[src/rtl/tap_tempo.sv]
// Tap-tempo front end: times the gap between button taps and turns it
// into a bpm value with a load strobe for the beat generator.
module tap_tempo #(
    parameter int unsigned CLK_HZ  = 50_000_000,
    parameter int unsigned MIN_BPM = 30,
    parameter int unsigned MAX_BPM = 255
) (
    input  logic       clk,
    input  logic       reset,
    input  logic       tap,
    output logic [7:0] bpm,
    output logic       load_bpm,
    output logic       busy,
    output logic       locked
);

    localparam logic [31:0] CYC_MIN = 32'(60 * CLK_HZ);
    localparam logic [31:0] MINP    = CYC_MIN / 32'(MAX_BPM);
    localparam logic [31:0] TO      = CYC_MIN / 32'(MIN_BPM);

    typedef enum logic [1:0] {
        IDLE,
        MEASURE,
        DIVIDE
    } state_t;

    state_t state, state_n;

    logic        s1, s2, s3;
    logic        tap_edge;
    logic [31:0] cnt;
    logic [31:0] prev_iv;
    logic        hist;
    logic [31:0] dvs;
    logic [31:0] rem;
    logic [31:0] quo;
    logic [4:0]  iter;

    logic        timeout;
    logic        accept;
    logic        restart;
    logic [31:0] avg;
    logic [32:0] rem_sh;
    logic [32:0] diff;
    logic        qbit;
    logic        last;

    assign tap_edge = s2 & ~s3;
    assign timeout  = (state == MEASURE) && (cnt > TO);
    assign accept   = (state == MEASURE) && tap_edge && !timeout
                      && (cnt >= MINP);
    assign restart  = ((state == IDLE) && tap_edge) || accept;

    // Overflow-free truncated mean of two 32-bit intervals
    assign avg    = cnt[31:1] + prev_iv[31:1]
                    + {31'd0, cnt[0] & prev_iv[0]};

    assign rem_sh = {rem, quo[31]};
    assign diff   = rem_sh - {1'b0, dvs};
    assign qbit   = ~diff[32];
    assign last   = (iter == 5'd31);

    assign busy   = (state == DIVIDE);

    always_ff @(posedge clk) begin
        if (!reset) begin
            state <= IDLE;
        end else begin
            state <= state_n;
        end
    end

    always_comb begin
        state_n = state;
        unique case (state)
            IDLE:    if (tap_edge) state_n = MEASURE;
            MEASURE: begin
                if (timeout) begin
                    state_n = IDLE;
                end else if (accept) begin
                    state_n = DIVIDE;
                end
            end
            DIVIDE:  if (last) state_n = MEASURE;
            default: state_n = IDLE;
        endcase
    end

    always_ff @(posedge clk) begin
        if (!reset) begin
            s1       <= 1'b0;
            s2       <= 1'b0;
            s3       <= 1'b0;
            cnt      <= '0;
            prev_iv  <= '0;
            hist     <= 1'b0;
            dvs      <= '0;
            rem      <= '0;
            quo      <= '0;
            iter     <= '0;
            bpm      <= 8'd120;
            load_bpm <= 1'b0;
            locked   <= 1'b0;
        end else begin
            s1       <= tap;
            s2       <= s1;
            s3       <= s2;
            load_bpm <= 1'b0;

            // Cleared on the edge cycle itself, so the next edge reads B-A
            if (restart) begin
                cnt <= 32'd1;
            end else if (cnt != '1) begin
                cnt <= cnt + 32'd1;
            end

            if (timeout) begin
                hist <= 1'b0;
            end

            if (accept) begin
                prev_iv <= cnt;
                hist    <= 1'b1;
                dvs     <= hist ? avg : cnt;
                rem     <= '0;
                quo     <= CYC_MIN;
                iter    <= '0;
            end

            if (state == DIVIDE) begin
                rem  <= qbit ? diff[31:0] : rem_sh[31:0];
                quo  <= {quo[30:0], qbit};
                iter <= iter + 5'd1;
                if (last) begin
                    bpm      <= {quo[6:0], qbit};
                    load_bpm <= 1'b1;
                    locked   <= 1'b1;
                end
            end
        end
    end

endmodule

[config.mk]
export PLATFORM = sky130hd
export DESIGN_NAME = tap_tempo
export DESIGN_NICKNAME = d
export VERILOG_FILES = /design/src/rtl/tap_tempo.sv
export SDC_FILE = /design/constraint.sdc
export NUM_CORES = 1
export LEC_CHECK = 0
export BUFFER_PORTS_ARGS = -buffer_cell sky130_fd_sc_hd__clkbuf_2
export CAP_MARGIN = 40
export CORE_MARGIN = 2
export CORE_UTILIZATION = 45
export DETAILED_ROUTE_END_ITERATION = 12
export PLACE_DENSITY = 0.71
export SLEW_MARGIN = 20
export SYNTH_ARGS = -nofsm -noshare
export SYNTH_HDL_FRONTEND = slang
export SYNTH_SLANG_ARGS = --single-unit
[constraint.sdc]
create_clock -name clk -period 4.49 [get_ports clk]
set_clock_uncertainty 0.2 [all_clocks]
set_input_delay 0.898 -clock clk [delete_from_list [all_inputs] [get_ports clk]]
set_output_delay 0.898 -clock clk [all_outputs]
set_load 0.02 [all_outputs]
==> run_results.csv, run 1 <==
group,metric,value,unit
status,status,"finished, final reports clean",
floorplanning,die_h,159,um
floorplanning,rows,56,
layout,post-route-util,0.496,
floorplanning,coreArea,0.0235,mm2
route,wirelength,26100,um
pwr,p_comb_frac,0.017,
logic_synthesis,synth_compound_area_frac,0.212,
floorplanning,fp.dieW,159,um
global_route,grt_use_met2,0.344,
logic_synthesis,async_reset_ff_frac,0,
critical_path,cp_num_cells,12,
layout,mostFrequentLayoutCell,"nand2_1",
critical_path,endpoint,"dvs[26]$_SDFFE_PN0P_",
timing,fmax,266,MHz
global_route,track_usage,0.209,
clock_tree,htree_levels,4,
global_route,grtUsageMet1,0.286,
timing,tightest_slew,0.749,ns
timing,rsz0062_at_grt,"false",
clock_tree,clkLatencyLatePin,0.44,ns
route,drt_iter0_drc,654,
timing,finalCritPeriodShare,0.838,
logic_synthesis,postSynthCellCount,1376,
logic_synthesis,ys.flop_type,"dfxtp_1",
timing,slew_headroom,0.501,
timing,final_hold_viol_count,0,
logic_synthesis,synth_cell_types,71,
clock_tree,cts_setup_buffers,0,
floorplanning,io_pins,14,
clock_tree,cts_buffer_depth,2,
critical_path,rr_worst_depth,12,
floorplanning,initial_utilization,0.459,
critical_path,critPathMaxFanout,5,
logic_synthesis,syn_area_per_cell,7.85,um2
route,drt_pass1_iterations,5,
pwr,clockPowerShare,0.474,
clock_tree,ctsHoldBuffers,0,
pwr,p_sw,0.786,mW
global_route,grt_pass1_wl,43900,um
critical_path,cp-start-kind,"register",
clock_tree,cts.sinks,181,
critical_path,cp_num_buf_inv,1,
route,drc,0,
critical_path,r2r_slack,0.73,ns
layout,diodes,0,
route,ant_nets,0,
critical_path,cp_data_required_time,4.66,ns
pwr,power_leakage,4.32,nW
layout,drive_above_1_share,0.0603,
layout,final_cell_mix,"nand2_1 (197), dfxtp_1 (181), a21oi_1 (136), nor2_1 (120), ha_1 (67)",
timing,drv_slew,0,
layout,nets,1419,
critical_path,crit_path_start,"cnt[1]$_SDFFE_PP0P_",
timing,finalSetupTns,0,ns
global_route,antenna_found_initial,0,
placement,hpwl,18600,um
critical_path,crit_chain,"inv_1 > fa_1 > fa_1 > nand2b_1 > a21o_1 > a211oi_1 > o211ai_1 > a21oi_1 > o22ai_1 > xor2_1 > a211o_1 > a21oi_1",
logic_synthesis,ys_warn_count,0,
job,max_cap_viol_count,0,
global_route,grt_busiest_layer,"met2",
pwr,power_density,271,mW/mm2
critical_path,cp_top_family,"compound AO/OA/AOI/OAI gates",
floorplanning,dieArea,0.0253,mm2
route,vias,9344,
logic_synthesis,seq_area_frac_synth,0.335,
clock_tree,clkTransAtPathRegs,0.07,ns
global_route,grt_max_degree,54,
logic_synthesis,ys_ff_latch,181,
placement,dp.cells,1646,
hold_path,holdCritPathClass,"reg -> reg",
layout,area_growth_syn_to_layout,8.10,%
route,avgViaCountPerCell,5.57,
timing,setup_viol,0,
logic_synthesis,synth_fa_ha_area_frac,0.0832,
pwr,peakVddDrop,0.182,mV
placement,place_ws,0.824,ns
critical_path,critPathKind,"reg -> reg",
timing,fin_crit,3.76,ns
critical_path,r2r_end,"dvs[26]$_SDFFE_PN0P_",
critical_path,slowest_stage,"fa_1",
critical_path,r2r-start,"cnt[1]$_SDFFE_PP0P_",
timing,holdWs,0.238,ns
clock_tree,cts_root_buf,"clkbuf_16",
logic_synthesis,synthMuxAreaShare,0.0411,
clock_tree,cts_resized,0,
logic_synthesis,yosys.area_share.simple,0.208,
critical_path,arrival,3.93,ns
pwr,internal-power,2.38,mW
logic_synthesis,synthXorXnorAreaFrac,0.0673,
logic_synthesis,synth_enable_flop_cells,0,
clock_tree,cts_tree,"done",
global_route,use_met3,0.0303,
placement,place_congestion,0.892,
global_route,overflow,0,
logic_synthesis,netlist_area,0.0108,mm2
route,post_drt_wl_per_cell,15.6,um
clock_tree,cts_buffers,17,
critical_path,endpoint_kind,"register",
timing,layout_setup_ws,0.727,ns
logic_synthesis,mappedNetlistNets,1449,
critical_path,max_stage_delay,0.47,ns
logic_synthesis,synth_top_family_by_area,"compound AO/OA/AOI/OAI gates",
placement,port_buffers,13,
global_route,grt_pass1_vias,8867,
layout,instances_no_fill,1678,
pwr,p_sw_frac,0.248,
pwr,p_seq_frac,0.509,
per-layer routing:
layer  vias to the layer above  wire, um
met4                         0       381
met1                      4380     12900
li1                       4766         -
met3                        31       901
met5                         -         0
met2                       167     11900
per-stage QoR:
stage                     power, mW  cell area [um2]
after CTS                      3.20            11700
after floorplan                1.69            10800
after detailed placement       1.70            11100
after global routing           3.27            11700
final                          3.17            11700
after global placement         1.70            11100
power groups by stage:
stage / Sequential [mW] / Clock [mW] / Combinational (mW)
3_5_place_dp: 1.65 / 0 / 0.0550
6_report: 1.61 / 1.50 / 0.0546
3_3_place_gp: 1.65 / 0 / 0.0544
2_1_floorplan: 1.65 / 0 / 0.0416
5_1_grt: 1.61 / 1.59 / 0.0604
4_1_cts: 1.61 / 1.53 / 0.0552
worst min path at each step:
stage	slack, ns	cells past startpoint	startpoint	to
floorplan	0.21	1	s1$_SDFF_PN0_	s2$_SDFF_PN0_
global placement	0.23	1	s1$_SDFF_PN0_	s2$_SDFF_PN0_
detailed placement	0.23	1	s1$_SDFF_PN0_	s2$_SDFF_PN0_
CTS	0.25	1	s1$_SDFF_PN0_	s2$_SDFF_PN0_
global route	0.25	1	s1$_SDFF_PN0_	s2$_SDFF_PN0_
finish	0.24	1	s1$_SDFF_PN0_	s2$_SDFF_PN0_
cells by family (layout without fill, tap and decap cells):
kind of cell,count (synthesis),in the layout
buffers and inverters,135,118
DFF,181,181
xor gates and xnor gates,83,83
and+or+nand+nor,490,490
muxes,44,44
adders and majority gates,70,70
AOI/OAI and AO/OA,373,373
sequential cells by signal (all words and copies together), names as in the netlist:
name,count
bpm,8
locked,1
s1,1
s2,1
rem,32
hist,1
quo,32
s3,1
prev_iv,32
iter,5
state,2
cnt,32
dvs,32
load_bpm,1
cell usage after synthesis (all sizes together), types with 5 or more instances:
master	instances	area (um2)
a211oi	28	215
a21o	22	165
a21oi	136	681
a311oi	5	61.3
a31oi	10	77.6
and2	11	71.3
and3	22	138
and4	8	70.1
buf	25	160
clkbuf	55	206
dfxtp	181	3620
ha	67	838
inv	54	203
mux2i	41	410
nand2	197	739
nand2b	15	93.8
nand3	42	210
nand4	16	100
nor2	120	450
nor2b	9	56.3
nor3	27	135
nor4	6	43.8
o211ai	14	105
o21a	15	113
o21ai	99	495
o21bai	9	67.6
or3	6	37.5
xnor2	42	368
xor2	41	359
final cells by class:
class / count / area [um2]
Inverter: 55 / 206
Multi-Input combinational cell: 1060 / 6640
Clock buffer: 18 / 439
Fill cell: 2299 / 11900
Tap cell: 319 / 399
Clock inverter: 14 / 154
Timing Repair Buffer: 31 / 213
Sequential cell: 181 / 3620
worst register-to-register path: stages (launching register included):
cell      delay (ns)
dfxtp_1         0.39
inv_1           0.13
fa_1            0.47
fa_1            0.39
nand2b_1        0.19
a21o_1          0.20
a211oi_1        0.47
o211ai_1        0.20
a21oi_1         0.27
o22ai_1         0.17
xor2_1          0.16
a211o_1         0.30
a21oi_1         0.13
(Power assumes the default switching activity.)
==> inputs of run 2 (changes only) <==
Settings changed: ABC_AREA set to 1.
Clock period 4.49 ns to 3.7 ns, I/O delays scaled along.
==> run_results.csv, run 2 <==
group,metric,value,unit
pwr,power_density,284,mW/mm2
layout,fillers,2925,
global_route,track_usage,0.253,
critical_path,critPathKind,"reg -> reg",
clock_tree,clkTransAtPathRegs,0.08,ns
layout,mostFrequentLayoutCell,"nand2_1",
layout,drive_above_1_share,0.0438,
clock_tree,clkLatencyLatePin,0.45,ns
logic_synthesis,postSynthCellCount,2086,
logic_synthesis,synthTopCellsByArea,"dfxtp_1 (29%), nand2_1 (18%), inv_1 (9.8%)",
clock_tree,ctsHoldBuffers,0,
global_route,overflow,0,
status,status,"finished, final reports clean",
critical_path,worst_path_most_repeated_cell,"nand2_1",
layout,post-route-util,0.491,
route,drt_pass1_iterations,7,
logic_synthesis,mappedNetlistNets,2159,
timing,holdWs,0.223,ns
layout,final_cell_mix,"nand2_1 (619), inv_1 (331), nand3_1 (199), a21oi_1 (199), dfxtp_1 (181)",
global_route,grt_max_degree,67,
clock_tree,cts_root_buf,"clkbuf_16",
critical_path,max_stage_delay,0.44,ns
critical_path,r2r-start,"quo[31]$_SDFFE_PN0P_",
logic_synthesis,seq_area_frac_synth,0.287,
pwr,power_leakage,6.37,nW
clock_tree,htree_levels,4,
timing,tightest_slew,0.798,ns
critical_path,cp_num_cells,18,
clock_tree,cts_buffers,17,
timing,fin_crit,3.16,ns
critical_path,rr_worst_depth,18,
logic_synthesis,synth_cell_types,39,
route,avgViaCountPerCell,5.24,
critical_path,r2r_slack,0.54,ns
logic_synthesis,async_reset_ff_frac,0,
global_route,use_met3,0.0396,
timing,setup_viol,0,
critical_path,critPathMaxFanout,17,
timing,fmax,317,MHz
route,ant_nets,0,
logic_synthesis,yosysMostFrequentCell,"nand2_1",
floorplanning,dieArea,0.0295,mm2
timing,layout_setup_ws,0.541,ns
logic_synthesis,syn_area_per_cell,6.06,um2
floorplanning,io_pins,14,
floorplanning,coreArea,0.0277,mm2
global_route,grt_pass1_vias,11672,
critical_path,crit_chain,"inv_1 > ha_1 > fa_1 > inv_1 > nand2_1 > nand2_1 > nand3_1 > nand2_1 > nand2_1 > nand2_1 > nand2_1 > nand2_1 > nand2_1 > nand2_2 > nand2_1 > nand2_1 > nand2_1 > a21oi_1",
clock_tree,cts_buffer_depth,2,
hold_path,holdPathEnd,"s3$_SDFF_PN0_",
route,drc,0,
critical_path,r2r_end,"rem[31]$_SDFFE_PN0P_",
logic_synthesis,ys_ff_latch,181,
timing,finalCritPeriodShare,0.854,
critical_path,cp-start-kind,"register",
floorplanning,initial_utilization,0.456,
job,max_cap_viol_count,0,
timing,rsz0062_at_grt,"false",
logic_synthesis,ys_warn_count,0,
placement,hpwl,27900,um
global_route,grt_pass1_wl,59200,um
clock_tree,cts_tree,"done",
critical_path,cp_top_family,"simple AND/OR/NAND/NOR gates",
route,vias,12886,
route,drt_iter0_drc,1059,
critical_path,cp_data_required_time,3.87,ns
placement,port_buffers,13,
hold_path,hold_depth,2,
floorplanning,rows,61,
global_route,grt_busiest_layer,"met2",
hold_path,holdCritPathClass,"reg -> reg",
logic_synthesis,synth_top_cells_by_count,"nand2_1 (619), inv_1 (331), a21oi_1 (199), nand3_1 (199), dfxtp_1 (181)",
clock_tree,cts_setup_buffers,0,
clock_tree,cts.sinks,181,
layout,diodes,0,
timing,slew_headroom,0.467,
critical_path,slowest_stage,"dfxtp_1",
critical_path,endpoint_kind,"register",
global_route,grt_use_met2,0.391,
floorplanning,die_h,172,um
logic_synthesis,netlist_area,0.0126,mm2
timing,final_hold_viol_count,0,
hold_path,hold_start,"s2$_SDFF_PN0_",
layout,nets,2139,
pwr,peakVddDrop,0.297,mV
timing,finalSetupTns,0,ns
clock_tree,cts_resized,0,
global_route,grtUsageMet1,0.353,
placement,place_ws,0.584,ns
route,post_drt_wl_per_cell,14.9,um
critical_path,cp_num_buf_inv,2,
route,wirelength,36500,um
global_route,antenna_found_initial,0,
logic_synthesis,synth_top_area_frac,0.287,
floorplanning,fp.dieW,172,um
logic_synthesis,synth_enable_flop_cells,0,
timing,drv_slew,0,
logic_synthesis,ys.flop_type,"dfxtp_1",
critical_path,arrival,3.33,ns
logic_synthesis,synth_largest_area_cell,"dfxtp_1",
placement,place_congestion,0.954,
layout,area_growth_syn_to_layout,7.56,%
==> run 2: cell count changes in the layout (fill, tap and decap cells not counted), moves of 15 or more <==
cell and delta:
inv_1 +278, o21a_1 -15, and3_1 -21, a21o_1 -20, mux2i_1 -41, xnor2_1 -36, o21ai_1 -25, o21ai_0 +23
nor2_1 +34, a21oi_1 +63, nand3_1 +157, nand2_1 +422, a211oi_1 -27, nand2b_1 -15
==> run 2: per-layer routing <==
layer,part of all wire,up-vias
met5,0,-
met4,0.033,0
met3,0.053,77
met2,0.43,386
met1,0.48,5836
li1,-,6587
==> run 2: cell families after synthesis <==
kind of cell	share of synthesized area
AOI/OAI and AO/OA	0.136
xor gates and xnor gates	0.0235
buffers and inverters	0.126
and+or+nand+nor	0.357
adders and majority gates	0.0710
DFF	0.287
==> run 2: worst min-delay path, cell delays in order (launching register included) <==
cell	delay, ns
dfxtp_1	0.31
nand2_1	0.05
inv_1	0.03
==> run 2: layout make-up <==
| class | instances | area, um2 | area share |
|---|---|---|---|
| clock buffer | 19 | 453 | 0.0333 |
| clock inverter | 13 | 135 | 0.00993 |
| inverter | 337 | 1260 | 0.0930 |
| multi-input combinational | 1502 | 7430 | 0.546 |
| sequential | 181 | 3620 | 0.266 |
| tap | 378 | 473 | 0.0348 |
| timing repair buffer | 27 | 220 | 0.0162 |
==> run 2: worst max path at each step <==
stage	startpoint	endpoint	slack, ns
after floorplan	cnt[1]$_SDFFE_PP0P_	dvs[18]$_SDFFE_PN0P_	1.13
after global placement	quo[31]$_SDFFE_PN0P_	rem[31]$_SDFFE_PN0P_	0.56
after detailed placement	quo[31]$_SDFFE_PN0P_	rem[31]$_SDFFE_PN0P_	0.58
after CTS	quo[31]$_SDFFE_PN0P_	rem[31]$_SDFFE_PN0P_	0.53
after global routing	quo[31]$_SDFFE_PN0P_	rem[31]$_SDFFE_PN0P_	0.31
final	quo[31]$_SDFFE_PN0P_	rem[31]$_SDFFE_PN0P_	0.54
==> run 2: stage by stage <==
| step | total power, mW | cells | instance area [um2] |
|---|---|---|---|
| after floorplan | 2.06 | 2086 | 12600 |
| after global placement | 2.09 | 2425 | 13000 |
| after detailed placement | 2.09 | 2425 | 13000 |
| after CTS | 3.89 | 2457 | 13600 |
| after global routing | 3.97 | 2457 | 13600 |
| final | 3.87 | 2457 | 13600 |
==> run 2: power breakdown <==
| group | switching (mW) | total, mW | internal, mW |
|---|---|---|---|
| clock network | 0.893 | 1.82 | 0.931 |
| registers | 0.00840 | 1.96 | 1.95 |
| logic | 0.0612 | 0.0834 | 0.0221 |
| total | 0.962 | 3.87 | 2.91 |
